## config.mk

```make
export PLATFORM = sky130hd
export DESIGN_NAME = lq_entry_dispatch
export DESIGN_NICKNAME = d
export VERILOG_FILES = /design/src/rtl/lq_entry_dispatch.sv
export SDC_FILE = /design/constraint.sdc
export NUM_CORES = 1
export LEC_CHECK = 0
export CAP_MARGIN = 20
export CELL_PAD_IN_SITES_DETAIL_PLACEMENT = 1
export CELL_PAD_IN_SITES_GLOBAL_PLACEMENT = 1
export CORE_AREA = 2 2 100 102
export DETAILED_ROUTE_END_ITERATION = 10
export DIE_AREA = 0 0 102 104
export GPL_TIMING_DRIVEN = 0
export PLACE_DENSITY = 0.71
export SLEW_MARGIN = 20
export SYNTH_ARGS = -nofsm -noshare
export SYNTH_HDL_FRONTEND = slang
export SYNTH_SLANG_ARGS = --single-unit
```

## constraint.sdc

```tcl
create_clock -name clk -period 6.6 [get_ports clk]
set_input_delay 0.99 -clock clk [delete_from_list [all_inputs] [get_ports clk]]
set_output_delay 0.99 -clock clk [all_outputs]
set_load 0.02 [all_outputs]
```

## src/rtl/lq_entry_dispatch.sv

```systemverilog
// Read side of the load-queue FIFO: pops the head into a one-entry issue stage and tags it with an ID.
// Latency: FIFO head to req_valid is one cycle. Backpressure: stalls on req_ready or on the outstanding-load limit.
module lq_entry_dispatch #(
    parameter int DATA_WIDTH      = 64,
    parameter int MAX_OUTSTANDING = 4,
    parameter int ID_WIDTH        = 3
) (
    input  logic                  clk,
    input  logic                  rst,
    input  logic                  fifo_valid,
    input  logic [DATA_WIDTH-1:0] fifo_data_out,
    output logic                  fifo_pop,
    output logic                  req_valid,
    output logic [DATA_WIDTH-1:0] req_data,
    output logic [ID_WIDTH-1:0]   req_id,
    input  logic                  req_ready,
    input  logic                  rsp_valid,
    input  logic                  flush,
    output logic [3:0]            outstanding_count,
    output logic                  busy
);

    typedef enum logic {
        RUN   = 1'b0,
        DRAIN = 1'b1
    } state_t;

    state_t state;
    logic   fire;
    logic   stage_free;
    logic   credit_ok;
    logic   rsp_take;
    logic   issue_load;

    assign fire       = req_valid & req_ready;
    assign stage_free = ~req_valid | req_ready;
    // The staged entry will consume a credit when it fires, so it counts against the limit now.
    assign credit_ok  = ({1'b0, outstanding_count} + {4'd0, req_valid}) < 5'(MAX_OUTSTANDING);
    assign rsp_take   = rsp_valid & (outstanding_count != 4'd0);

    always_comb begin
        fifo_pop = 1'b0;
        if (rst) begin
            if (state == DRAIN)
                fifo_pop = fifo_valid;
            else
                fifo_pop = fifo_valid & ~flush & stage_free & credit_ok;
        end
    end

    assign issue_load = fifo_pop & (state == RUN);
    assign busy       = req_valid | (outstanding_count != 4'd0) | (state == DRAIN);

    always_ff @(posedge clk) begin
        if (!rst) begin
            state             <= RUN;
            req_valid         <= 1'b0;
            req_id            <= '0;
            outstanding_count <= 4'd0;
        end else begin
            case (state)
                RUN:   if (flush) state <= DRAIN;
                DRAIN: if (!fifo_valid && !flush) state <= RUN;
                default: state <= RUN;
            endcase

            if (flush)
                req_valid <= 1'b0;
            else if (issue_load)
                req_valid <= 1'b1;
            else if (fire)
                req_valid <= 1'b0;

            // A request that fires under flush was still delivered, so it keeps its tag and credit.
            if (fire)
                req_id <= req_id + ID_WIDTH'(1);

            if (fire && !rsp_take)
                outstanding_count <= outstanding_count + 4'd1;
            else if (!fire && rsp_take)
                outstanding_count <= outstanding_count - 4'd1;
        end
    end

    always_ff @(posedge clk) begin
        if (issue_load)
            req_data <= fifo_data_out;
    end

    a_no_underflow: assert property (@(posedge clk) disable iff (!rst)
        fifo_pop |-> fifo_valid);

    a_stall_stable: assert property (@(posedge clk) disable iff (!rst)
        (req_valid && !req_ready) |=> ($stable(req_data) && $stable(req_id)));

    a_count_limit: assert property (@(posedge clk) disable iff (!rst)
        outstanding_count <= 4'(MAX_OUTSTANDING));

    a_rsp_with_credit: assert property (@(posedge clk) disable iff (!rst)
        rsp_valid |-> (outstanding_count != 4'd0));

endmodule

```

=== After elaboration in Yosys (flattened, before gate mapping) ===
Index checks and enable logic that the tools add are counted.
Widths: inputs -> output; s select.

* Muxes and demuxes: 9
* Reduce and logical (&&, ||, !) cells: 11
* Bitwise gates (word level): 13
* $lt $le $gt $ge: 1
* Add/subtract/negate cells: 4

{| class="wikitable"
|+ Operators by type and width
! cell !! number
|-
| $mux 4 || 2
|-
| $and 1x1->1 || 6
|-
| $mux 1 || 6
|-
| $add 4x1->5 || 1
|-
| $lt 5x3->1 const B || 1
|-
| $add 4x1->4 const B || 1
|-
| $logic_not 1->1 || 4
|-
| $not 1->1 || 4
|-
| $reduce_bool 2->1 || 2
|-
| $reduce_bool 4->1 || 1
|-
| $sub 4x1->4 const B || 1
|-
| $add 3x1->3 const B || 1
|-
| $logic_and 1x1->1 || 3
|-
| $or 1x1->1 || 3
|-
| $pmux 1 s2 || 1
|-
| $reduce_or 2->1 || 1
|}

* Bits in registers: 73

=== Logic depth before layout (Yosys ltp) ===
* Word-level depth: 8
* Depth in mapped cells: 10
* Mapped depth without buffers: 10

=== Least setup slack after synthesis ===
No wires, ideal clock.

* Path kind: input to register
* Start point: input port req_ready
* End point: register req_data[0] (enable)
* Setup time: 0.578 ns
* Data arrival time: 6.002 ns
* Path slack: 0.020 ns
* Buffers on the path: 0
* Cell stages on the path: 3
* Cells stage by stage: a21boi_2 -> o2111ai_2 -> nor3b_1

* Word-level cells in the longest chain between the ends: 6

{| class="wikitable"
|+ Ends and longest elaborated chain
! element !! line !! RTL
|-
| from (decl) || 16 || <nowiki>input logic req_ready,</nowiki>
|-
| $or 1x1->1 || 36 || <nowiki>assign stage_free = ~req_valid | req_ready;</nowiki>
|-
| $and 1x1->1 (2 in series) || 47 || <nowiki>fifo_pop = fifo_valid & ~flush & stage_free & credit_ok;</nowiki>
|-
| $mux 1 || 44 || <nowiki>if (state == DRAIN)</nowiki>
|-
| $mux 1 || 43 || <nowiki>if (rst) begin</nowiki>
|-
| $and 1x1->1 || 51 || <nowiki>assign issue_load = fifo_pop & (state == RUN);</nowiki>
|-
| via issue_load || 33 || <nowiki>logic issue_load;</nowiki>
|-
| to (signal assigned) || 87 || <nowiki>req_data <= fifo_data_out;</nowiki>
|-
| to (decl) || 14 || <nowiki>output logic [DATA_WIDTH-1:0] req_data,</nowiki>
|}

The timed path passes the listed nets, and every way through them passes these cells.
A chain may end at the register's enable or synchronous reset.

=== Worst setup path after layout ===
* Start point: input port req_ready
* End point: output port fifo_pop

* Word-level cells in the longest chain between the ends: 5

{| class="wikitable"
|+ Ends and longest elaborated chain
! element !! line !! RTL
|-
| $or 1x1->1 || 36 ||
|-
| $and 1x1->1 (2 in series) || 47 ||
|-
| $mux 1 || 44 ||
|-
| $mux 1 || 43 ||
|-
| to (decl) || 12 || <nowiki>output logic fifo_pop,</nowiki>
|}

No other way between the ends.

==> impl_results.md <==
* Max Clk Rate at 270.4 MHz
* Ys flop type: edfxtp_1
* Final min period at 3.699 ns
* Final period utilization at 56.04%
* Seq cells post-synth at 73
* Drt total wl at 6.755 mm
* P&R area growth vs syn at 77.56%
* Hold/Removal Path Class: reg -> reg
* Clock Power Share at 35.7%
* Core ar. at 0.009549 mm^2
* Switching power at 285.0 uW
* DR vias/cell at 4.088
* Worst slew margin at 47.94%
* Nets@finish at 357
* First-pass GRT wire length at 9.735 mm
* Clock tree sinks at 73
* GRT met1 Usage at 12.14%
* Placed Area at 0.004094 mm^2
* Pin count of the biggest net entering global routing at 14
* Vias at 1717
* Post-synth EDFFs at 64
* CP Max Fanout at 4
* Post_cts resized at 0
* Finished Cell Area at 0.004337 mm^2
* Gr usage total at 12.33%
* Setup Crit Path Kind: in -> out
* CP Launch Type: input port
* Fraction of registers with async set/reset at 0%
* Sw Ratio at 24.08%
* Reg area at 0.002102 mm^2
* YS warnings at 0
* Sequential power share at 46.4%
* Wire per inst at 16.08 um
* # diodes at 0
* FILL cells at 967
* Layer with the highest usage: met2
* Layout cells sized above 1 at 8.711%
* RSZ-0062 raised after global routing: no
* Die H at 104 um
* Crit. End Element: output pin
* Grt total ovfl at 0
* Post-synthesis sequential area ratio at 86.07%
* Initial antenna violation count at 0
* Cell Area, Synth at 0.002442 mm^2
* Die area at 0.01061 mm^2
* Die X at 102 um
* # DRC at 0
* Top area cells in the synthesized netlist: edfxtp_1 (79%), dfxtp_1 (7.4%), ha_1 (2.0%)
* Met2 Use GR at 22.79%
* Max-cap violations at 0
* TritonCTS clock tree: built
* Library cells used by synthesis at 26
* Pint at 898.6 uW
* Root buffer cell: clkbuf_8
* Synth top area share at 78.69%
* Leak at 0.001510 uW
* Cts bufs inserted at 9
* Htree depth at 3
* Layout Skew at 0.009467 ns
* Least-Margin Pin Slew at 0.7776 ns
* Detailed Routing Iterations Pass 1 at 4
* M3 GR Usage at 4.234%
* Footprint of the multi-input gates at 322.8 um^2
* Maximum clock path buffer count at 2
* Most common cell in the synthesized netlist: edfxtp_1
* Yosys top cell by area: edfxtp_1
* VDD IR-drop max at 0.1443 mV
* Arrival time worst endpoint at 2.71 ns
* Dpl hpwl at 5.267 mm
* Hold bufs inserted after CTS at 0
* Clock transition at path regs at 0.07 ns
* Average size of a mapped cell at 20.02 um^2
* Final Hold Viols at 0
* Buffer count from post-CTS setup fixing at 0
* Cell count after synthesis at 122
* Buffers on Ports at 143
* Final antenna-violating net count at 0
* Vias in the first global route at 1792
* Final slew viol count at 0
* Placer Congestion at 0.7402
* Endpoints failing setup at 0
* Final Power at 1184 uW
* Io pins at 144
* Status: completed
* Cell area power density at 272.9 mW/mm^2
* Synth cell count leaders: edfxtp_1 (64), dfxtp_1 (9), nand2_1 (8)
* Logic pwr share at 17.9%
* DRT iter0 DRCs at 34
* Crit path required time at 5.61 ns
* Initial Utilization at 25.58%
* Clock latency on the worst-skew pair at 0.33 ns
* Num rows at 36
* Syn Nets at 197
==> registers in the layout (all words and copies together), names as in the netlist <==
name	count
state	1
req_id	3
outstanding_count	4
req_valid	1
req_data	64
==> path summary, 6_finish.rpt <==
| check | cells after the start | slack (ns) | start | to |
|---|---|---|---|---|
| max reg2reg | 6 | 4.11 | outstanding_count[0] | req_data[40] |
| min | 2 | 0.50 | outstanding_count[3] | outstanding_count[3] |
| max | 5 | 2.90 | req_ready | fifo_pop |
| min reg2reg | 2 | 0.50 | outstanding_count[3] | outstanding_count[3] |
==> area by class of cell <==
type	instances	area share, %
buffer	2	0.1731
clock buffer	10	2.943
clock inverter	6	2.654
inverter	4	0.3462
multi-input combinational	43	7.444
sequential	73	48.47
tap	133	3.837
timing repair buffer	149	34.13
==> through the flow <==
stage	worst slack [ns]	hold slack [ns]	util [%]	std cells	setup TNS [ns]
floorplan	0.01983	0.4898	-	122	0
global placement	-2.567	0.4756	42.31	398	-164.15
detailed placement	2.854	0.4916	42.87	404	0
CTS	2.891	0.5053	45.41	420	0
global route	2.824	0.5186	45.41	420	0
finish	2.901	0.4972	45.41	420	0
==> layer usage <==
layer / wire, um / part of all wire [%]
met2: 3659 / 54
met1: 2365 / 35
met5: 0 / 0
met3: 631 / 9.3
met4: 98 / 1.5
==> power by group through the flow <==
stage	logic [uW]	registers (uW)	clock network, uW
2_1_floorplan	70.6	589	0
3_3_place_gp	202	564	0
3_5_place_dp	213	559	0
4_1_cts	215	549	438
5_1_grt	228	552	453
6_report	212	549	423
==> worst max-delay path, stage by stage <==
cell,delay [ns]
clkdlybuf4s50_1,0.55
a21boi_2,0.20
o2111ai_2,0.16
a21boi_0,0.19
clkdlybuf4s50_1,0.63
==> logic make-up (layout without fill, tap and decap cells) <==
logic type | count (synthesis) | in the layout | share of synthesized area (%)
DFF | 73 | 73 | 86.07
and+or+nand+nor | 22 | 22 | 4.662
AOI/OAI and AO/OA | 10 | 10 | 3.227
buffers and inverters | 6 | 171 | 0.9221
adders and majority gates | 5 | 5 | 2.869
xor gates and xnor gates | 4 | 4 | 1.434
muxes | 2 | 2 | 0.8197
==> layout by cell type (no fill, tap or decap), types with 2 or more instances in the layout <==
cell and n:
bufinv_16 3, a21boi_0 3, and2_1 4, clkbuf_1 3
edfxtp_1 64, clkdlybuf4s50_1 143, buf_4 5, dfxtp_1 9
inv_1 4, mux2i_1 2, clkbuf_8 9, xnor2_1 4
ha_1 4, nor2_1 3, nand2_1 8
Note: power is estimated with default switching activity, not from simulation.
